[config.mk]
export PLATFORM = sky130hd
export DESIGN_NAME = prom_mem_bridge
export DESIGN_NICKNAME = d
export VERILOG_FILES = /design/src/rtl/prom_mem_bridge.sv
export SDC_FILE = /design/constraint.sdc
export NUM_CORES = 1
export LEC_CHECK = 0
export BUFFER_PORTS_ARGS = -buffer_cell sky130_fd_sc_hd__buf_4
export CORE_ASPECT_RATIO = 2
export CORE_MARGIN = 1.5
export CORE_UTILIZATION = 43
export DETAILED_ROUTE_END_ITERATION = 10
export GPL_TIMING_DRIVEN = 0
export PLACE_DENSITY = 0.86
export SYNTH_ARGS = -nofsm -noshare
export SYNTH_HDL_FRONTEND = slang
export SYNTH_SLANG_ARGS = --single-unit
[constraint.sdc]
create_clock -name clk -period 2.65 [get_ports clk]
set_input_delay 0.6625 -clock clk [delete_from_list [all_inputs] [get_ports clk]]
set_output_delay 0.6625 -clock clk [all_outputs]
set_load 0.05 [all_outputs]
[src/rtl/prom_mem_bridge.sv]
// -----------------------------------------------------------------------------
// prom_mem_bridge
//
// Connects the PicoRV32 native memory bus to a 1024x32 Gowin pROM that holds
// the boot firmware. The pROM reads synchronously in bypass mode. Data is
// captured on the edge that ends the single rom_ce cycle and is held until the
// next enabled edge.
//
// A read that hits the ROM window latches the word address and pulses rom_ce
// for one cycle. It then waits WAIT_STATES cycles and returns the pROM output
// with a one-cycle mem_ready. A write into the window is acknowledged with
// zero data and otherwise dropped. Each such write bumps a saturating counter.
// mem_rdata is forced to zero outside the response cycle, so the read bus can
// be OR-combined with other slaves.
//
// Ports
//   clk, resetn          system clock, asynchronous active-low reset
//   mem_valid/instr/addr/wstrb   CPU request (mem_instr is informational)
//   mem_ready, mem_rdata CPU response (one-cycle strobe, data zero otherwise)
//   sel                  combinational window hit (gated by mem_valid)
//   rom_ce, rom_oce      pROM clock enable (one pulse per read), output enable
//   rom_reset            pROM synchronous reset, follows ~resetn
//   rom_ad               registered pROM word address
//   rom_dout             pROM read data
//   wr_viol_cnt          saturating count of dropped writes
// -----------------------------------------------------------------------------
module prom_mem_bridge #(
    parameter logic [31:0] BASE_ADDR   = 32'h0000_0000,
    parameter int          ADDR_W      = 10,
    parameter int          WAIT_STATES = 0
) (
    input  logic              clk,
    input  logic              resetn,
    input  logic              mem_valid,
    input  logic              mem_instr,
    input  logic [31:0]       mem_addr,
    input  logic [3:0]        mem_wstrb,
    output logic              mem_ready,
    output logic [31:0]       mem_rdata,
    output logic              sel,
    output logic              rom_ce,
    output logic              rom_oce,
    output logic              rom_reset,
    output logic [ADDR_W-1:0] rom_ad,
    input  logic [31:0]       rom_dout,
    output logic [7:0]        wr_viol_cnt
);

    localparam int TAG_LSB = ADDR_W + 2;

    // With WAIT_STATES == 0 the FSM skips WAIT entirely, so WAIT_LAST only
    // has meaning when HAS_WAIT is set.
    localparam bit       HAS_WAIT  = (WAIT_STATES > 0);
    localparam logic [3:0] WAIT_LAST = HAS_WAIT ? 4'(WAIT_STATES - 1) : 4'd0;

    typedef enum logic [1:0] {
        S_IDLE,
        S_ROM,
        S_WAIT,
        S_RESP
    } state_e;

    state_e              state_q;
    logic                ready_q;
    logic                wr_q;
    logic                rom_ce_q;
    logic [ADDR_W-1:0]   rom_ad_q;
    logic [3:0]          wait_cnt_q;
    logic [7:0]          wr_cnt_q;
    logic [7:0]          wr_cnt_d;

    // Byte-lane bits and the fetch flag play no part in decode.
    logic unused_ok;
    assign unused_ok = &{1'b0, mem_instr, mem_addr[1:0]};

    assign sel = mem_valid && (mem_addr[31:TAG_LSB] == BASE_ADDR[31:TAG_LSB]);

    always_comb begin
        wr_cnt_d = (wr_cnt_q == 8'hFF) ? wr_cnt_q : wr_cnt_q + 8'd1;
    end

    // NOTE: every control register has an asynchronous reset, so an abort by
    // resetn clears the FSM and rom_ce immediately, without waiting for an edge.
    always_ff @(posedge clk or negedge resetn) begin
        if (!resetn) begin
            state_q    <= S_IDLE;
            ready_q    <= 1'b0;
            wr_q       <= 1'b0;
            rom_ce_q   <= 1'b0;
            rom_ad_q   <= '0;
            wait_cnt_q <= 4'd0;
            wr_cnt_q   <= 8'd0;
        end else begin
            // NOTE: the pulse outputs default low here. Each one is then set
            // only on the transition into the state that owns it, so that it
            // stays registered and lasts exactly one cycle.
            ready_q  <= 1'b0;
            rom_ce_q <= 1'b0;
            case (state_q)
                S_IDLE: begin
                    if (sel) begin
                        if (mem_wstrb == 4'b0000) begin
                            rom_ad_q <= mem_addr[ADDR_W+1:2];
                            rom_ce_q <= 1'b1;
                            wr_q     <= 1'b0;
                            state_q  <= S_ROM;
                        end else begin
                            wr_q     <= 1'b1;
                            ready_q  <= 1'b1;
                            wr_cnt_q <= wr_cnt_d;
                            state_q  <= S_RESP;
                        end
                    end
                end
                S_ROM: begin
                    if (!mem_valid) begin
                        state_q <= S_IDLE;
                    end else if (HAS_WAIT) begin
                        wait_cnt_q <= 4'd0;
                        state_q    <= S_WAIT;
                    end else begin
                        ready_q <= 1'b1;
                        state_q <= S_RESP;
                    end
                end
                S_WAIT: begin
                    if (!mem_valid) begin
                        wait_cnt_q <= 4'd0;
                        state_q    <= S_IDLE;
                    end else if (wait_cnt_q == WAIT_LAST) begin
                        wait_cnt_q <= 4'd0;
                        ready_q    <= 1'b1;
                        state_q    <= S_RESP;
                    end else begin
                        wait_cnt_q <= wait_cnt_q + 4'd1;
                    end
                end
                S_RESP: begin
                    state_q <= S_IDLE;
                end
                default: begin
                    state_q <= S_IDLE;
                end
            endcase
        end
    end

    assign mem_ready   = ready_q;
    // The pROM output has been holding since the edge that ended ROM.
    assign mem_rdata   = (ready_q && !wr_q) ? rom_dout : 32'h0000_0000;
    assign rom_ce      = rom_ce_q;
    assign rom_ad      = rom_ad_q;
    assign rom_oce     = 1'b1;
    assign rom_reset   = ~resetn;
    assign wr_viol_cnt = wr_cnt_q;

endmodule

# Word level (Yosys, flattened, before mapping)
# Cells that the tools add are included.
dict set report totals {
  word_cells 47
  reg_bits 27
  inputBits 72
}
dict set report classes {
  reduce_logical 11
  n_mux 18
  add_sub_neg 2
  n_eq_ne 6
  n_bitwise 3
}
# cell n
set ops {}
lappend ops {{32-bit 2-to-1 mux} 1}
lappend ops {{20-bit logical NOT} 1}
lappend ops {{2-bit 2-to-1 mux} 5}
lappend ops {{8-bit by 1-bit adder with 8-bit output, second input constant} 1}
lappend ops {{8-bit == test, second input constant} 1}
lappend ops {{4-bit logical NOT} 2}
lappend ops {{1-bit 2-to-1 mux} 8}
lappend ops {{4-bit 2-to-1 mux} 2}
lappend ops {{2-bit one-hot mux with 4 select lines} 1}
lappend ops {{4-bit by 1-bit adder with 4-bit output, second input constant} 1}
lappend ops {{2-bit == test, second input constant} 2}
lappend ops {{2-bit AND reduction} 2}
lappend ops {{4-bit AND reduction} 1}
lappend ops {{3-bit inequality test, second input constant} 1}
lappend ops {{1-bit inverter} 3}
lappend ops {{1-bit one-hot mux with 3 select lines} 1}
lappend ops {{3-bit AND reduction} 1}
lappend ops {{2-bit by 1-bit == test with 1-bit output, second input constant} 1}
lappend ops {{1-bit logical AND} 2}
lappend ops {{2-bit logical NOT} 1}
lappend ops {{2-bit inequality test, second input constant} 1}
lappend ops {{1-bit logical NOT} 1}

# Depth between registers and ports, before layout
dict set report depth {
  depth_word 4
  ltp_mapped 7
  ltp_nobuf 7
}

# Worst setup path after synthesis
# No wires, ideal clock.
dict set report synth_path {
  kind {in2out}
  startpoint {input mem_addr[13]}
  endpoint {output sel}
  required_ps 1987
  path_stages 3
  arrival_ps 2268
  setup_slack_ps -280
  cell_sequence {nor4b_4 > nand2_1 > nor3_1}
}
dict set report synth_via {
  elab_chain_cells 2
}
# element line
set synth_lines {}
lappend synth_lines {{from (decl)} 36} ;# input logic [31:0] mem_addr,
lappend synth_lines {{20-bit logical NOT} 76} ;# assign sel = mem_valid && (mem_addr[31:TAG_LSB] == BASE_ADDR[31:TAG_LSB]);
lappend synth_lines {{1-bit logical AND} 76}
lappend synth_lines {{to (decl)} 40} ;# output logic sel,
# No other way between the ends.

# Worst setup path after layout
# Ends and elaborated chain as after synthesis.

==> reports/qor.tcl <==
set qor(outcome) {finished clean}
set qor(synth.cells.most_frequent) {and2_1 (32), dfrtp_1 (27), nand2_1 (11)}
set qor(synth_fp_nets) 241
set qor(clock.fmax_ghz) 0.4082
set qor(floorplan.io_pins) 127
set qor(count_of_max_cap_constraint_violations) 0
set qor(place_congestion) 0.7626
set qor(cts-buffers-inserted) 3
set qor(post_synth_main_area_contributors) {dfrtp_1 (40%), and2_1 (12%), mux2_4 (8.1%), ha_1 (6.0%), xnor2_1 (3.1%)}
set qor(cts.reportedPaths.clkPinSlew_ns) 0.09
set qor(finalSetupViolations) 0
set qor(postCtsResizedCells) 0
set qor(finalPower_w) 0.001787
set qor(ys_seq_elements) 27
set qor(grt_antenna_before_repair) 0
set qor(final_nets) 368
set qor(routed_met2_length_um) 2409
set qor(netlist_instances) 161
set qor(wirelength_met1_um) 1403
set qor(detail_route.wirelength_um) 4394
set qor(asyncSetResetFlopFracSynth_pct) 100.0
set qor(hold_buf_cts) 0
set qor(via_per_inst) 4.964
set qor(pwr-share-comb_pct) 61.3
set qor(synth.most_common_cell) {and2_1}
set qor(swShare_pct) 48.39
set qor(unrepaired_setup_endpoints_after_global_routing) {no}
set qor(vias_in_the_first_global_route) 1633
set qor(finalWorstSetupSlack_ns) 0.2002
set qor(multi_input_gate_area_in_the_final_layout_um2) 942.2
set qor(finalCoreUtilization_pct) 73.17
set qor(core-area_um2) 3685
set qor(tmin_final_ns) 2.450
set qor(synth.yosys.warnings) 0
set qor(post_synth_edffs) 0
set qor(die-area_um2) 4287
set qor(endpoint_kind) {output pin}
set qor(horiz_die_dim_um) 47.06
set qor(p_int_w) 0.0009220
set qor(worstHoldPathType) {primary input to async pin}
set qor(htreeDepth) 1
set qor(globalRoute.totalOverflow) 0
set qor(power-per-cell-area_nw_per_um2) 662.7
set qor(setup_repair_bufs_after_cts) 0
set qor(num-fill-cells) 276
set qor(synth.avg_cell_area_um2) 10.37
set qor(p_leak_nw) 1.441
set qor(layout_worst_path_cycle_share_pct) 92.44
set qor(area_added_between_synthesis_and_finish_pct) 61.54
set qor(cts-root-buf) {clkbuf_8}
set qor(detail_route.drc_violations) 0
set qor(post_drt_wl_per_cell_um) 13.08
set qor(yosys_most_used_dff) {dfrtp_1}
set qor(mappedNetlistArea_um2) 1669
set qor(fp.dieH_um) 91.11
set qor(clkSinkCount) 27
set qor(finalMaxSlewViolations) 0
set qor(start_util_pct) 45.30
set qor(diodes) 0
set qor(pre_cts_slack_ns) 0.1956
set qor(synth_largest_area_cell) {dfrtp_1}
set qor(route.top_layer_used) {met4}
set qor(num_vias) 1668
set qor(clkPwrFrac_pct) 12.8
set qor(p_switching_w) 0.0008647
set qor(cts-root-to-sink-buffers) 2
set qor(ff2ff_path_depth) 7
set qor(dp_hpwl_um) 3770
set qor(ys_seq_area_share_pct) 40.48
set qor(fin_worst_skew_ns) 0.003336
set qor(timing_worst_slew_pin_value_ns) 1.191
set qor(worstPathRequired_ns) 1.99
set qor(globalRouteTotalUtil_pct) 21.78
set qor(finalSetupTns_ns) 0
set qor(drtIter0Drc) 12
set qor(timing_worst_setup_path_type) {primary input to output pin}
set qor(seq_power_share_pct) 25.9
set qor(worst_setup_path_start_kind) {primary input}
set qor(worst_hold_slack_ns) 0.2884
set qor(ant_nets) 0
set qor(port_buffers) 122
set qor(final_layout_size_suffix_gt1_share_pct) 50.87
set qor(rel_slew_slack_pct) 19.62
set qor(cp_data_arrival_time_ns) 1.79
set qor(tritoncts) {built}
set qor(final_hold_vios) 0
set qor(synthDominantCellAreaShare_pct) 40.48
set qor(peakVddDrop_v) 0.0005829
set qor(timing.critical_path.fanout_max) 3
set qor(dr.pass1.iters) 4
set qor(clk-insertion-delay-late_ns) 0.27
set qor(post_synth_num_cell_types) 34
set qor(std_cell_rows) 31
set qor(grt_pass1_wl_um) 7031
set qor(wl_met3_um) 506
set qor(footprint_of_the_flip_flops_and_latches_um2) 675.6
set qor(grt_max_degree) 29
[power by group through the flow]
stage / clock, W / combinational [W] / sequential [W]
5_1_grt: 0.000250 / 0.00118 / 0.000464
2_1_floorplan: 0 / 0.000723 / 0.000491
3_5_place_dp: 0 / 0.00111 / 0.000470
4_1_cts: 0.000230 / 0.00111 / 0.000462
3_3_place_gp: 0 / 0.00108 / 0.000468
6_report: 0.000228 / 0.00110 / 0.000462
[cells by family (layout without fill, tap and decap cells)]
family | Yosys count | after routing | share of synthesized area (%)
AND/OR/NAND/NOR | 79 | 79 | 30.43
flip-flops | 27 | 27 | 40.48
multiplexers | 14 | 14 | 11.24
AO/OA/AOI/OAI | 13 | 13 | 4.573
buffers and inverters | 12 | 138 | 3.374
adder cells (fa/ha/maj) | 8 | 8 | 5.997
XOR/XNOR | 7 | 7 | 3.673
other | 1 | 1 | 0.2247
[stage by stage]
| step | area, um2 | instances |
|---|---|---|
| after floorplan | 1674 | 161 |
| after global placement | 2651 | 332 |
| after detailed placement | 2651 | 332 |
| after CTS | 2696 | 336 |
| after global routing | 2696 | 336 |
| final | 2696 | 336 |
[area by class of cell]
type	instances	share of cell area [%]
multi-input combinational	122	34.94
timing repair buffer	122	33.97
sequential	27	25.06
tap	49	2.274
clock buffer	4	1.671
buffer	5	1.114
inverter	7	0.9745
[sequential cells by signal (all words and copies together) (netlist names)]
name         flops
wr_q             1
wr_viol_cnt      8
rom_ad          10
state_q          2
rom_ce           1
mem_ready        1
wait_cnt_q       4
[critical path: stages]
cell     delay [ns]
buf_4          0.12
nor4b_4        0.32
nand2_1        0.16
nor3_2         0.28
buf_4          0.25
[path summary, 6_finish.rpt]
check | startpoint | endpoint | slack (ns)
min in group clk | wr_q | wr_q | 0.50
hold / removal | resetn | rom_ad[0] | 0.29
setup / recovery | mem_addr[13] | sel | 0.20
setup reg to reg | wait_cnt_q[0] | wait_cnt_q[3] | 0.38
max in group asynchronous | resetn | wr_viol_cnt[1] | 2.10
hold reg to reg | wr_q | wr_q | 0.50
[routing by layer]
| layer | track usage, % | up-vias |
|---|---|---|
| met5 | 0 | - |
| met4 | 7.176 | 0 |
| met3 | 4.970 | 6 |
| met2 | 40.75 | 99 |
| met1 | 21.21 | 761 |
| li1 | - | 802 |
[cell usage in the layout, fill, tap and decap left out, drive strengths merged, types with 2 or more instances in the layout]
master	n
mux2i	3
xnor2	6
nand3	5
o21ai	6
nor3	3
nand2	11
mux2	11
nor4b	2
nand4	5
a21oi	3
inv	7
dfrtp	27
and3	2
nor4	7
buf	124
nand2b	2
o21a	2
ha	8
nor2	6
clkbuf	7
and2	32
(Power assumes the default switching activity.)
